[config.mk]
export PLATFORM = sky130hd
export DESIGN_NAME = secuenciador_suma_64
export DESIGN_NICKNAME = d
export VERILOG_FILES = /design/src/rtl/secuenciador_pkg.sv /design/src/rtl/sumador_16_bits.sv /design/src/rtl/secuenciador_suma_64.sv
export SDC_FILE = /design/constraint.sdc
export NUM_CORES = 1
export LEC_CHECK = 0
export ABC_AREA = 1
export CAP_MARGIN = 0
export CELL_PAD_IN_SITES_DETAIL_PLACEMENT = 1
export CELL_PAD_IN_SITES_GLOBAL_PLACEMENT = 1
export CORE_UTILIZATION = 41
export CTS_CLUSTER_DIAMETER = 60
export DETAILED_ROUTE_END_ITERATION = 10
export PLACE_DENSITY_LB_ADDON = 0.05
export SLEW_MARGIN = 20
export SYNTH_ARGS = -nofsm -noshare
export SYNTH_HDL_FRONTEND = slang
export SYNTH_SLANG_ARGS = --single-unit
[constraint.sdc]
create_clock -name clk -period 9.05 [get_ports clk]
set_clock_uncertainty 0.15 [all_clocks]
set_input_delay 2.715 -clock clk [delete_from_list [all_inputs] [get_ports clk]]
set_output_delay 2.715 -clock clk [all_outputs]
set_load 0.01 [all_outputs]
[src/rtl/secuenciador_pkg.sv]
// Shared types and constants for the chunked add/subtract sequencer.
// The overflow helper is only referenced when SECUENCIADOR_OVERFLOW_EN is defined.
package secuenciador_pkg;

  typedef enum logic [1:0] {
    IDLE = 2'b00,
    RUN  = 2'b01,
    DONE = 2'b10
  } seq_state_t;

  localparam int CHUNK_W   = 16;
  localparam int CHUNK_LOG = $clog2(CHUNK_W);

  // Signed overflow: carry into the MSB (recovered from the MSB sum bit) XOR carry out.
  function automatic logic signed_ovf(input logic a_msb, input logic b_msb,
                                      input logic s_msb, input logic c_out);
    return (a_msb ^ b_msb ^ s_msb) ^ c_out;
  endfunction

endpackage

[src/rtl/sumador_16_bits.sv]
// Combinational 16-bit chunk adder with carry in and carry out.
module sumador_16_bits (
  input  logic [15:0] a,
  input  logic [15:0] b,
  input  logic        cin,
  output logic [15:0] s,
  output logic        cout
);

  logic [16:0] full_s;

  assign full_s = {1'b0, a} + {1'b0, b} + {16'b0, cin};
  assign s      = full_s[15:0];
  assign cout   = full_s[16];

endmodule

[src/rtl/secuenciador_suma_64.sv]
// WIDTH-bit add/subtract that reuses one 16-bit adder across WIDTH/16 cycles, LSB chunk first.
// Optional macro SECUENCIADOR_OVERFLOW_EN adds the registered signed-overflow output ovf.
module secuenciador_suma_64
  import secuenciador_pkg::*;
#(
  parameter int WIDTH = 64
) (
  input  logic             clk,
  input  logic             rst_n,
  input  logic             in_valid,
  output logic             in_ready,
  input  logic [WIDTH-1:0] a,
  input  logic [WIDTH-1:0] b,
  input  logic             cin,
  input  logic             sub,
  output logic             out_valid,
  input  logic             out_ready,
`ifdef SECUENCIADOR_OVERFLOW_EN
  output logic             ovf,
`endif
  output logic [WIDTH-1:0] sum,
  output logic             cout
);

  localparam int N       = WIDTH / CHUNK_W;
  localparam int IDX_W   = (N > 1) ? $clog2(N) : 1;
  localparam int SHIFT_W = IDX_W + CHUNK_LOG;

  generate
    if ((WIDTH % CHUNK_W) != 0 || WIDTH < CHUNK_W) begin : g_width_check
      $error("secuenciador_suma_64: WIDTH must be a non-zero multiple of 16");
    end
  endgenerate

  seq_state_t       state_r;
  logic [WIDTH-1:0] a_r;
  logic [WIDTH-1:0] b_r;
  logic             carry_r;
  logic [IDX_W-1:0] idx_r;
  logic [WIDTH-1:0] sum_r;
  logic             cout_r;
  logic             in_ready_r;
  logic             out_valid_r;

  logic [SHIFT_W-1:0] shift_s;
  logic [WIDTH-1:0]   a_shifted_s;
  logic [WIDTH-1:0]   b_shifted_s;
  logic [CHUNK_W-1:0] a_chunk_s;
  logic [CHUNK_W-1:0] b_chunk_s;
  logic [CHUNK_W-1:0] chunk_sum_s;
  logic               chunk_cout_s;
  logic               last_chunk_s;

  // Chunk mux: select chunk[idx] of both captured operands.
  always_comb begin
    shift_s      = {idx_r, {CHUNK_LOG{1'b0}}};
    a_shifted_s  = a_r >> shift_s;
    b_shifted_s  = b_r >> shift_s;
    a_chunk_s    = a_shifted_s[CHUNK_W-1:0];
    b_chunk_s    = b_shifted_s[CHUNK_W-1:0];
    last_chunk_s = (idx_r == IDX_W'(N - 1));
  end

  sumador_16_bits u_sumador (
    .a    (a_chunk_s),
    .b    (b_chunk_s),
    .cin  (carry_r),
    .s    (chunk_sum_s),
    .cout (chunk_cout_s)
  );

`ifdef SECUENCIADOR_OVERFLOW_EN
  logic ovf_r;

  // Overflow flag, captured together with cout on the last chunk.
  always_ff @(posedge clk or negedge rst_n) begin
    if (!rst_n) begin
      ovf_r <= 1'b0;
    end else if (state_r == RUN && last_chunk_s) begin
      ovf_r <= signed_ovf(a_r[WIDTH-1], b_r[WIDTH-1], chunk_sum_s[CHUNK_W-1], chunk_cout_s);
    end else begin
      ovf_r <= ovf_r;
    end
  end

  assign ovf = ovf_r;
`endif

  // Sequencer FSM with operand capture, chunk result writes and registered handshakes.
  always_ff @(posedge clk or negedge rst_n) begin
    if (!rst_n) begin
      state_r     <= IDLE;
      a_r         <= '0;
      b_r         <= '0;
      carry_r     <= 1'b0;
      idx_r       <= '0;
      sum_r       <= '0;
      cout_r      <= 1'b0;
      in_ready_r  <= 1'b1;
      out_valid_r <= 1'b0;
    end else begin
      case (state_r)
        IDLE: begin
          if (in_valid && in_ready_r) begin
            a_r        <= a;
            b_r        <= b ^ {WIDTH{sub}};
            carry_r    <= sub ? 1'b1 : cin;
            idx_r      <= '0;
            in_ready_r <= 1'b0;
            state_r    <= RUN;
          end
        end
        RUN: begin
          for (int i = 0; i < N; i++) begin
            if (idx_r == IDX_W'(i)) begin
              sum_r[i*CHUNK_W +: CHUNK_W] <= chunk_sum_s;
            end
          end
          carry_r <= chunk_cout_s;
          if (last_chunk_s) begin
            idx_r       <= '0;
            cout_r      <= chunk_cout_s;
            out_valid_r <= 1'b1;
            state_r     <= DONE;
          end else begin
            idx_r <= idx_r + IDX_W'(1'b1);
          end
        end
        DONE: begin
          // Result is held untouched until the consumer takes it.
          if (out_ready) begin
            out_valid_r <= 1'b0;
            in_ready_r  <= 1'b1;
            state_r     <= IDLE;
          end
        end
        default: begin
          idx_r       <= '0;
          in_ready_r  <= 1'b1;
          out_valid_r <= 1'b0;
          state_r     <= IDLE;
        end
      endcase
    end
  end

  assign in_ready  = in_ready_r;
  assign out_valid = out_valid_r;
  assign sum       = sum_r;
  assign cout      = cout_r;

endmodule

=== Word level (Yosys, flattened, before mapping) ===
Index checks and enable logic that the tools add are counted.

* Bits of input ports: 134
* Register bits after elaboration: 200
* Word-level logic and storage cells: 59
* Output and inout bits: 67

* Shift-type cells: 2
* Eq/ne operators: 8
* Reduce and logical (&&, ||, !) cells: 14
* Muxes and demuxes: 16
* Bitwise operators: 4
* Add/subtract/negate cells: 3

{| class="wikitable"
|+ Operators by type and width
! operator !! count
|-
| right shift 64 x 6 -> 16 bit || 2
|-
| bitwise XOR 64 bit || 1
|-
| adder 16 x 16 -> 17 bit || 1
|-
| adder 17 x 1 -> 17 bit || 1
|-
| AND reduction 2 bit || 7
|-
| one-hot mux 2 bit (3 select lines) || 2
|-
| two-way mux 2 bit || 5
|-
| AND reduction 3 bit || 3
|-
| equality test 2 bit, second input constant || 3
|-
| two-way mux 1 bit || 6
|-
| inequality test 2 bit, second input constant || 3
|-
| one-hot mux 1 bit (3 select lines) || 2
|-
| equality test 2 x 1 -> 1 bit, second input constant || 2
|-
| logical NOT 2 bit || 2
|-
| NOT 1 bit || 3
|-
| adder 2 x 1 -> 2 bit, second input constant || 1
|-
| one-hot mux 1 bit (2 select lines) || 1
|-
| nonzero test 2 bit || 1
|-
| logical AND 1 bit || 1
|}

=== Logic depth before layout (Yosys ltp) ===
Gate-level depths: netlist (run 1).

* Word-level depth: 4
* Depth in mapped cells: 17
* Depth with buffers taken out: 14

=== Hierarchy ===
A second synthesis (run 1) with hierarchy kept.

* Cell total of the unflattened synthesis: 1,189
* Area total of the unflattened synthesis: 9,872.0 µm²

{| class="wikitable"
|+ By module, submodules not included
! module !! instances !! area an instance (µm²) !! cells each !! sequential area each (µm²)
|-
| secuenciador_suma_64 || 1 || 8,873.5 || 1,001 || 5,006.1
|-
| sumador_16_bits || 1 || 998.5 || 188 || 0.0
|}

=== Worst setup path after synthesis (run 1) ===
OpenSTA, ideal clock, no wires.

* Path kind: input -> register
* From: input port in_valid
* To: register a_r[10]
* Slack: 5.345 ns
* Path buffers: 2
* Arrival time: 3.438 ns
* Data required time: 8.784 ns
* Library setup time: 0.116 ns
* Stages: 7
* Cell sequence: nand2_1 -> nor3_2 -> inv_2 -> buf_2 -> buf_4 -> nand2_1 -> nand2_1

* Cells in the longest elaborated chain, start to end: 2

{| class="wikitable"
|+ RTL lines
! item !! RTL line !! RTL
|-
| from (decl) || secuenciador_suma_64.sv:10 || <nowiki>input logic in_valid,</nowiki>
|-
| logical AND 1 bit || secuenciador_suma_64.sv:104 || <nowiki>if (in_valid && in_ready_r) begin</nowiki>
|-
| AND reduction 2 bit (no source line) || n/a ||
|-
| to (signal assigned) || secuenciador_suma_64.sv:93 || <nowiki>a_r <= '0;</nowiki>
|-
| to (signal assigned) || secuenciador_suma_64.sv:105 || <nowiki>a_r <= a;</nowiki>
|-
| to (decl) || secuenciador_suma_64.sv:36 || <nowiki>logic [WIDTH-1:0] a_r;</nowiki>
|}

No other way between the ends.
A chain may end at the register's enable or synchronous reset.

=== Final worst setup path (run 1) ===
* From: input port in_valid
* To: register b_r[18]

* Cells in the longest elaborated chain, start to end: 2

{| class="wikitable"
|+ RTL lines
! item !! RTL line !! RTL
|-
| logical AND 1 bit || secuenciador_suma_64.sv:104 ||
|-
| AND reduction 2 bit (no source line) || n/a ||
|-
| to (signal assigned) || secuenciador_suma_64.sv:106 || <nowiki>b_r <= b ^ {WIDTH{sub}};</nowiki>
|-
| to (decl) || secuenciador_suma_64.sv:37 || <nowiki>logic [WIDTH-1:0] b_r;</nowiki>
|}

No other way between the ends.

==> results of run 1 <==
## power breakdown
group	switching [uW]	internal (uW)	total, uW
sequential	236	1300	1540
combinational	1840	1010	2850
clock	370	414	784
## layout by cell type, fill, tap and decap left out
cell type          n
dfstp_2            1
xor2_2             1
nor3_4             1
inv_2              1
nand3b_1           2
clkinv_8           1
dfrtp_2            1
clkbuf_16         17
or2_2              1
o22ai_1           32
inv_6              8
o21ai_1           47
nor2_4             1
nand4_1            1
dfrtp_1          198
buf_4             10
nor2_1            79
nor3_1             3
and2_4             1
or2_0              1
a21oi_1            8
xnor2_1           67
nand2_1          490
clkinvlp_4         2
bufinv_16          2
nand3_1           43
xor2_1             2
clkinv_4           1
fa_1               2
clkbuf_8           1
inv_1             47
nand2_2            1
o21ai_0          101
ha_1              19
clkdlybuf4s50_1  198
## kinds of logic after synthesis
kind of cell / after synthesis / synth area share (%)
AO/OA/AOI/OAI: 188 / 9.92
buffers and inverters: 116 / 5.71
flip-flops: 200 / 50.6
XOR/XNOR: 70 / 6.28
adder cells (fa/ha/maj): 21 / 2.81
AND/OR/NAND/NOR: 624 / 24.6
## critical path: cells and delay by family
kind | cells | cell delay [ps]
buf+inv | 4 | 2120
simple gates | 2 | 180
compound gates | 1 | 200
## layout make-up
type	count	area [sq um]	share of cell area [%]
multi-input cells	903	4320	34.4
well taps	319	399	3.17
clock buffers	17	425	3.38
repair buffers	209	2070	16.5
clock inverters	13	161	1.28
inverters	49	189	1.50
flip-flops and latches	200	5010	39.8
## sequential cells by signal, indices dropped and copies added (netlist names)
register   cells
carry_r        1
out_valid      1
cout           1
a_r           64
in_ready       1
state_r        2
idx_r          2
sum           64
b_r           64
## stage by stage
stage	total power [uW]	setup slack, ps
CTS	5200	3820
detailed placement	4390	3390
floorplan	3290	5350
global placement	4290	3510
global route	5620	3590
finish	5170	3890
## worst max path at each step
stage                          to  slack (ps)     start  depth (start not counted)
after floorplan           a_r[10]        5350  in_valid                          7
after global placement     b_r[9]        3510  in_valid                          7
after detailed placement  b_r[18]        3390  in_valid                          7
after CTS                 b_r[12]        3820  in_valid                          7
after global routing      b_r[61]        3590  in_valid                          8
final                     b_r[18]        3890  in_valid                          7
## metal layers
layer | track usage (%) | vias to the layer above
met1 | 35.4 | 4121
met3 | 3.72 | 29
met2 | 39.3 | 186
li1 | - | 4193
met5 | 0 | -
met4 | 7.63 | 0
==> flow_metrics.py, run 1 <==
metrics = {
    "critical_path": {
        "worstPathRequired_ps": 9170,
        "critPathMaxStageDelay_ps": 910,
        "r2r_setup_slack_ps": 5430,
        "cp_cell_sequence": "clkdlybuf4s50_1, nand2_1, nor3_4, buf_4, inv_6, buf_4, o21ai_0",
        "critPathCaptureType": "flip-flop",
        "reg2reg_from": "idx_r[0]",
        "startpoint_type": "primary input",
        "worstSetupPathType": "primary input to flip-flop",
        "cp_max_fo": 118,
        "critPathSlowestCell": "buf_4",
        "worstReg2RegEnd": "sum[23]",
        "cp.arrival_ps": 5280,
        "rr_worst_depth": 11,
        "crit_top_cell": "buf_4",
    },
    "min_path": {
        "worstHoldPathType": "flip-flop to flip-flop",
        "hold_path_depth": 2,
        "holdCritStartpoint": "a_r[31]",
        "hold_end": "a_r[31]",
    },
    "floorplanning": {
        "initial_core_util_pct": 42.0,
        "fp.coreArea_sq_mm": 0.0235,
        "fp.dieH_um": 157,
        "row_count": 56,
        "dieArea_sq_mm": 0.0247,
        "ios": 201,
        "die_w_um": 157,
    },
    "timing": {
        "max_slew_margin_pct": 29.0,
        "period_minus_slack_ps": 5160,
        "finalSetupViolations": 0,
        "rsz0062_at_grt": "no",
        "hold_slack_ps": 319,
        "drv_slew": 0,
        "fin_tns_setup_ps": 0,
        "tightestPinTransition_ps": 1060,
        "max_freq_ghz": 0.194,
        "finalCritPeriodShare_pct": 57.0,
        "finalHoldViolCount": 0,
    },
    "routing": {
        "routed_wl_um": 29200,
        "met1_length_um": 14000,
        "ant_nets": 0,
        "first_iter_violations": 509,
        "wl_met3_um": 1130,
        "highest_layer": "met4",
        "routedWlPerCell_um": 17.1,
        "wl_met2_um": 13600,
        "drtPass1Iterations": 5,
        "route.vias.total": 8529,
        "vias_per_cell": 4.99,
        "route.detailed.drc": 0,
    },
    "power": {
        "ir_drop_mv": 0.221,
        "power_density_mw_per_mm2": 411,
        "p_leak_uw": 0.00605,
    },
    "placement": {
        "place_area_sq_mm": 0.0120,
        "gp_congestion": 0.897,
        "dp_hpwl_um": 21100,
        "dp_cells": 1680,
        "portBuffers": 200,
    },
    "clock_network": {
        "cts_tree": "built",
        "path_clk_slew_ps": 80,
        "post_cts_buffers": 0,
        "h-tree-depth": 4,
        "clkLatencyLatePin_ps": 440,
        "clkSinkCount": 200,
        "cts.repair.resized": 0,
        "numCtsBuffers": 17,
        "clockBufferDepth": 2,
        "hold_buffers": 0,
        "root_buffer": "clkbuf_16",
    },
    "synth": {
        "synth_area_sq_mm": 0.00989,
        "synth.avg_cell_area_sq_um": 8.11,
        "synthMostInstantiatedCell": "nand2_1",
        "yosys.cell_types.count": 29,
        "synth_top_area_share_pct": 50.4,
        "synth_seq_area_share_pct": 50.6,
        "ys_seq_elements": 200,
        "ys_top_cells_by_count": "nand2_1, dfrtp_1, o21ai_0, nor2_1, xnor2_1",
        "ys_warn_count": 0,
        "async_flop_share_pct": 100,
        "synth_area_leaders": "dfrtp_1, nand2_1, xnor2_1, o21ai_0, nor2_1",
        "synth_fp_nets": 1374,
        "synthCells": 1219,
        "synth_edf_count": 0,
        "synth_largest_area_cell": "dfrtp_1",
        "ys.flop_type": "dfrtp_1",
    },
    "finish": {
        "syn_to_final_growth_pct": 27.2,
        "fin_area_sq_mm": 0.0126,
        "fin_nets": 1535,
        "diodes": 0,
        "final_util_pct": 53.4,
        "stdcell_count": 1710,
        "drive_above_1_share_pct": 3.67,
        "nFillCells": 2860,
    },
    "global_routing": {
        "grt_pass1_vias": 8626,
        "grt_overflow_total": 0,
        "grt_usage_pct": 24.9,
        "antenna_found_initial": 0,
        "grt_max_degree": 119,
        "grt_pass1_wl_um": 47100,
    },
    "run": {
        "drv_cap": 0,
    },
    "run_status": {
        "status": "completed",
    },
}
(Power assumes the default switching activity.)
==> run 2: changes to the inputs <==
Settings changed: CORE_UTILIZATION 41 to 34.
Clock period 9.05 ns to 4.3 ns, I/O delays scaled along.
==> run 2 against run 1 <==
  * Global-route usage is 3.7 points lower
  * Clock power is 110% higher
  * Setup slack worse by 2800 ps
  * Sequential power is 110% higher
  * Critical path depth is 5 higher
  * Design area is 1.5% higher
  * First-iteration DRC count is 12% higher
  * Sequential share of layout area is 0.60 points lower
  * Non-clock buffer count is 8 higher
  * Worst hold slack better by 0.52 ps
  * Largest power group unchanged
==> flow_metrics.py, run 2 (synthesis results as in run 1) <==
metrics = {
    "placement": {
        "portBuffers": 200,
        "dp_hpwl_um": 22700,
        "gp_congestion": 0.814,
    },
    "floorplanning": {
        "row_count": 62,
        "die_w_um": 173,
        "ios": 201,
        "initial_core_util_pct": 34.5,
        "fp.coreArea_sq_mm": 0.0286,
        "dieArea_sq_mm": 0.0298,
        "fp.dieH_um": 173,
    },
    "power": {
        "ir_drop_mv": 0.396,
        "power.switching_uw": 5180,
        "p_leak_uw": 0.00612,
        "seq_power_share_pct": 29.8,
        "pwr-share-clk_pct": 14.9,
        "internal_power_uw": 5780,
        "power_density_mw_per_mm2": 859,
        "combPwrFrac_pct": 55.3,
        "power_uw": 11000,
        "p_sw_share_pct": 47.3,
    },
    "global_routing": {
        "grt_pass1_vias": 8773,
        "grt_pass1_wl_um": 49700,
        "grt_max_degree": 101,
        "antenna_found_initial": 0,
        "grt_usage_pct": 21.2,
        "grt_overflow_total": 0,
    },
    "routing": {
        "first_iter_violations": 572,
        "route.vias.total": 8543,
        "vias_per_cell": 4.79,
        "routedWlPerCell_um": 17.2,
        "drtPass1Iterations": 5,
        "routed_wl_um": 30600,
        "ant_nets": 0,
        "route.detailed.drc": 0,
    },
    "timing": {
        "tightestPinTransition_ps": 848,
        "rsz0062_at_grt": "no",
        "finalCritPeriodShare_pct": 75.5,
        "period_minus_slack_ps": 3240,
        "finalSetupViolations": 0,
        "fin_tns_setup_ps": 0,
        "max_freq_ghz": 0.308,
        "max_slew_margin_pct": 43.3,
        "finalHoldViolCount": 0,
        "drv_slew": 0,
    },
    "critical_path": {
        "worstReg2RegEnd": "sum[28]",
        "worstSetupPathType": "flip-flop to flip-flop",
        "cp_max_fo": 67,
        "cp.arrival_ps": 3420,
        "critPathCaptureType": "flip-flop",
        "reg2reg_from": "idx_r[0]",
        "r2r_setup_slack_ps": 1060,
        "rr_worst_depth": 12,
        "worstPathRequired_ps": 4480,
        "startpoint_type": "flip-flop",
    },
    "min_path": {
        "hold_end": "a_r[21]",
        "worstHoldPathType": "flip-flop to flip-flop",
        "hold_path_depth": 2,
        "holdCritStartpoint": "a_r[21]",
    },
    "clock_network": {
        "hold_buffers": 0,
        "post_cts_buffers": 0,
        "numCtsBuffers": 17,
        "clkLatencyLatePin_ps": 440,
        "clockBufferDepth": 2,
        "cts_tree": "built",
        "h-tree-depth": 4,
        "cts.repair.resized": 0,
        "root_buffer": "clkbuf_16",
        "clkSinkCount": 200,
        "path_clk_slew_ps": 80,
    },
    "finish": {
        "multiInputGateArea_sq_mm": 0.00432,
        "nFillCells": 3430,
        "final_cell_mix": "nand2_1, dfrtp_1, clkdlybuf4s50_1",
        "drive_above_1_share_pct": 4.28,
        "final_common_cell": "nand2_1",
        "fin_nets": 1543,
        "seqCellArea_sq_mm": 0.00501,
        "syn_to_final_growth_pct": 29.1,
        "diodes": 0,
    },
    "run_status": {
        "status": "completed",
    },
    "run": {
        "drv_cap": 0,
    },
}
==> run 2: cell type report <==
cell class | count | share of cell area [%]
repair buffers | 217 | 17.1
inverters | 49 | 1.48
flip-flops and latches | 200 | 39.2
multi-input cells | 903 | 33.8
clock buffers | 18 | 3.36
well taps | 384 | 3.76
clock inverters | 14 | 1.24
==> run 2: critical path, cell delays in order, from the launching register on <==
cell	delay [ps]
dfrtp_2	410
buf_4	310
nor2_1	260
o22ai_1	140
fa_1	470
fa_1	430
nand2_1	100
nand2_1	80
and2_4	160
nand3_1	110
nand4_1	240
nand3_1	180
nand2_1	60
==> run 2: per-layer routing <==
metal,track usage [%],wire [um]
met3,2.72,1110
met4,5.95,463
met1,31.7,15600
met2,32.0,13500
met5,0,0
==> run 2: worst max path at each step <==
stage / startpoint / to / slack (ps)
2_1_floorplan: idx_r[0] / sum[6] / 1410
3_3_place_gp: in_valid / carry_r / 1000
3_5_place_dp: in_valid / carry_r / 960
4_1_cts: idx_r[0] / sum[28] / 1090
5_1_grt: idx_r[0] / sum[56] / 860
6_report: idx_r[0] / sum[28] / 1060
==> run 2: power groups by stage <==
stage | logic, uW | clock network [uW] | registers, uW
floorplan | 3670 | 0 | 3260
detailed placement | 6100 | 0 | 3300
global placement | 5950 | 0 | 3290
global route | 6830 | 1740 | 3370
CTS | 6150 | 1670 | 3270
finish | 6070 | 1630 | 3270
==> run 2: stage by stage <==
step | area [sq um] | hold WS, ps | util (%) | worst slack (ps) | std cells
after floorplan | 9890 | 287 | - | 1410 | 1219
after global placement | 12200 | 298 | 42.5 | 999 | 1753
after detailed placement | 12200 | 305 | 42.5 | 958 | 1753
after CTS | 12800 | 323 | 44.6 | 1090 | 1785
after global routing | 12800 | 341 | 44.6 | 862 | 1785
final | 12800 | 320 | 44.6 | 1060 | 1785
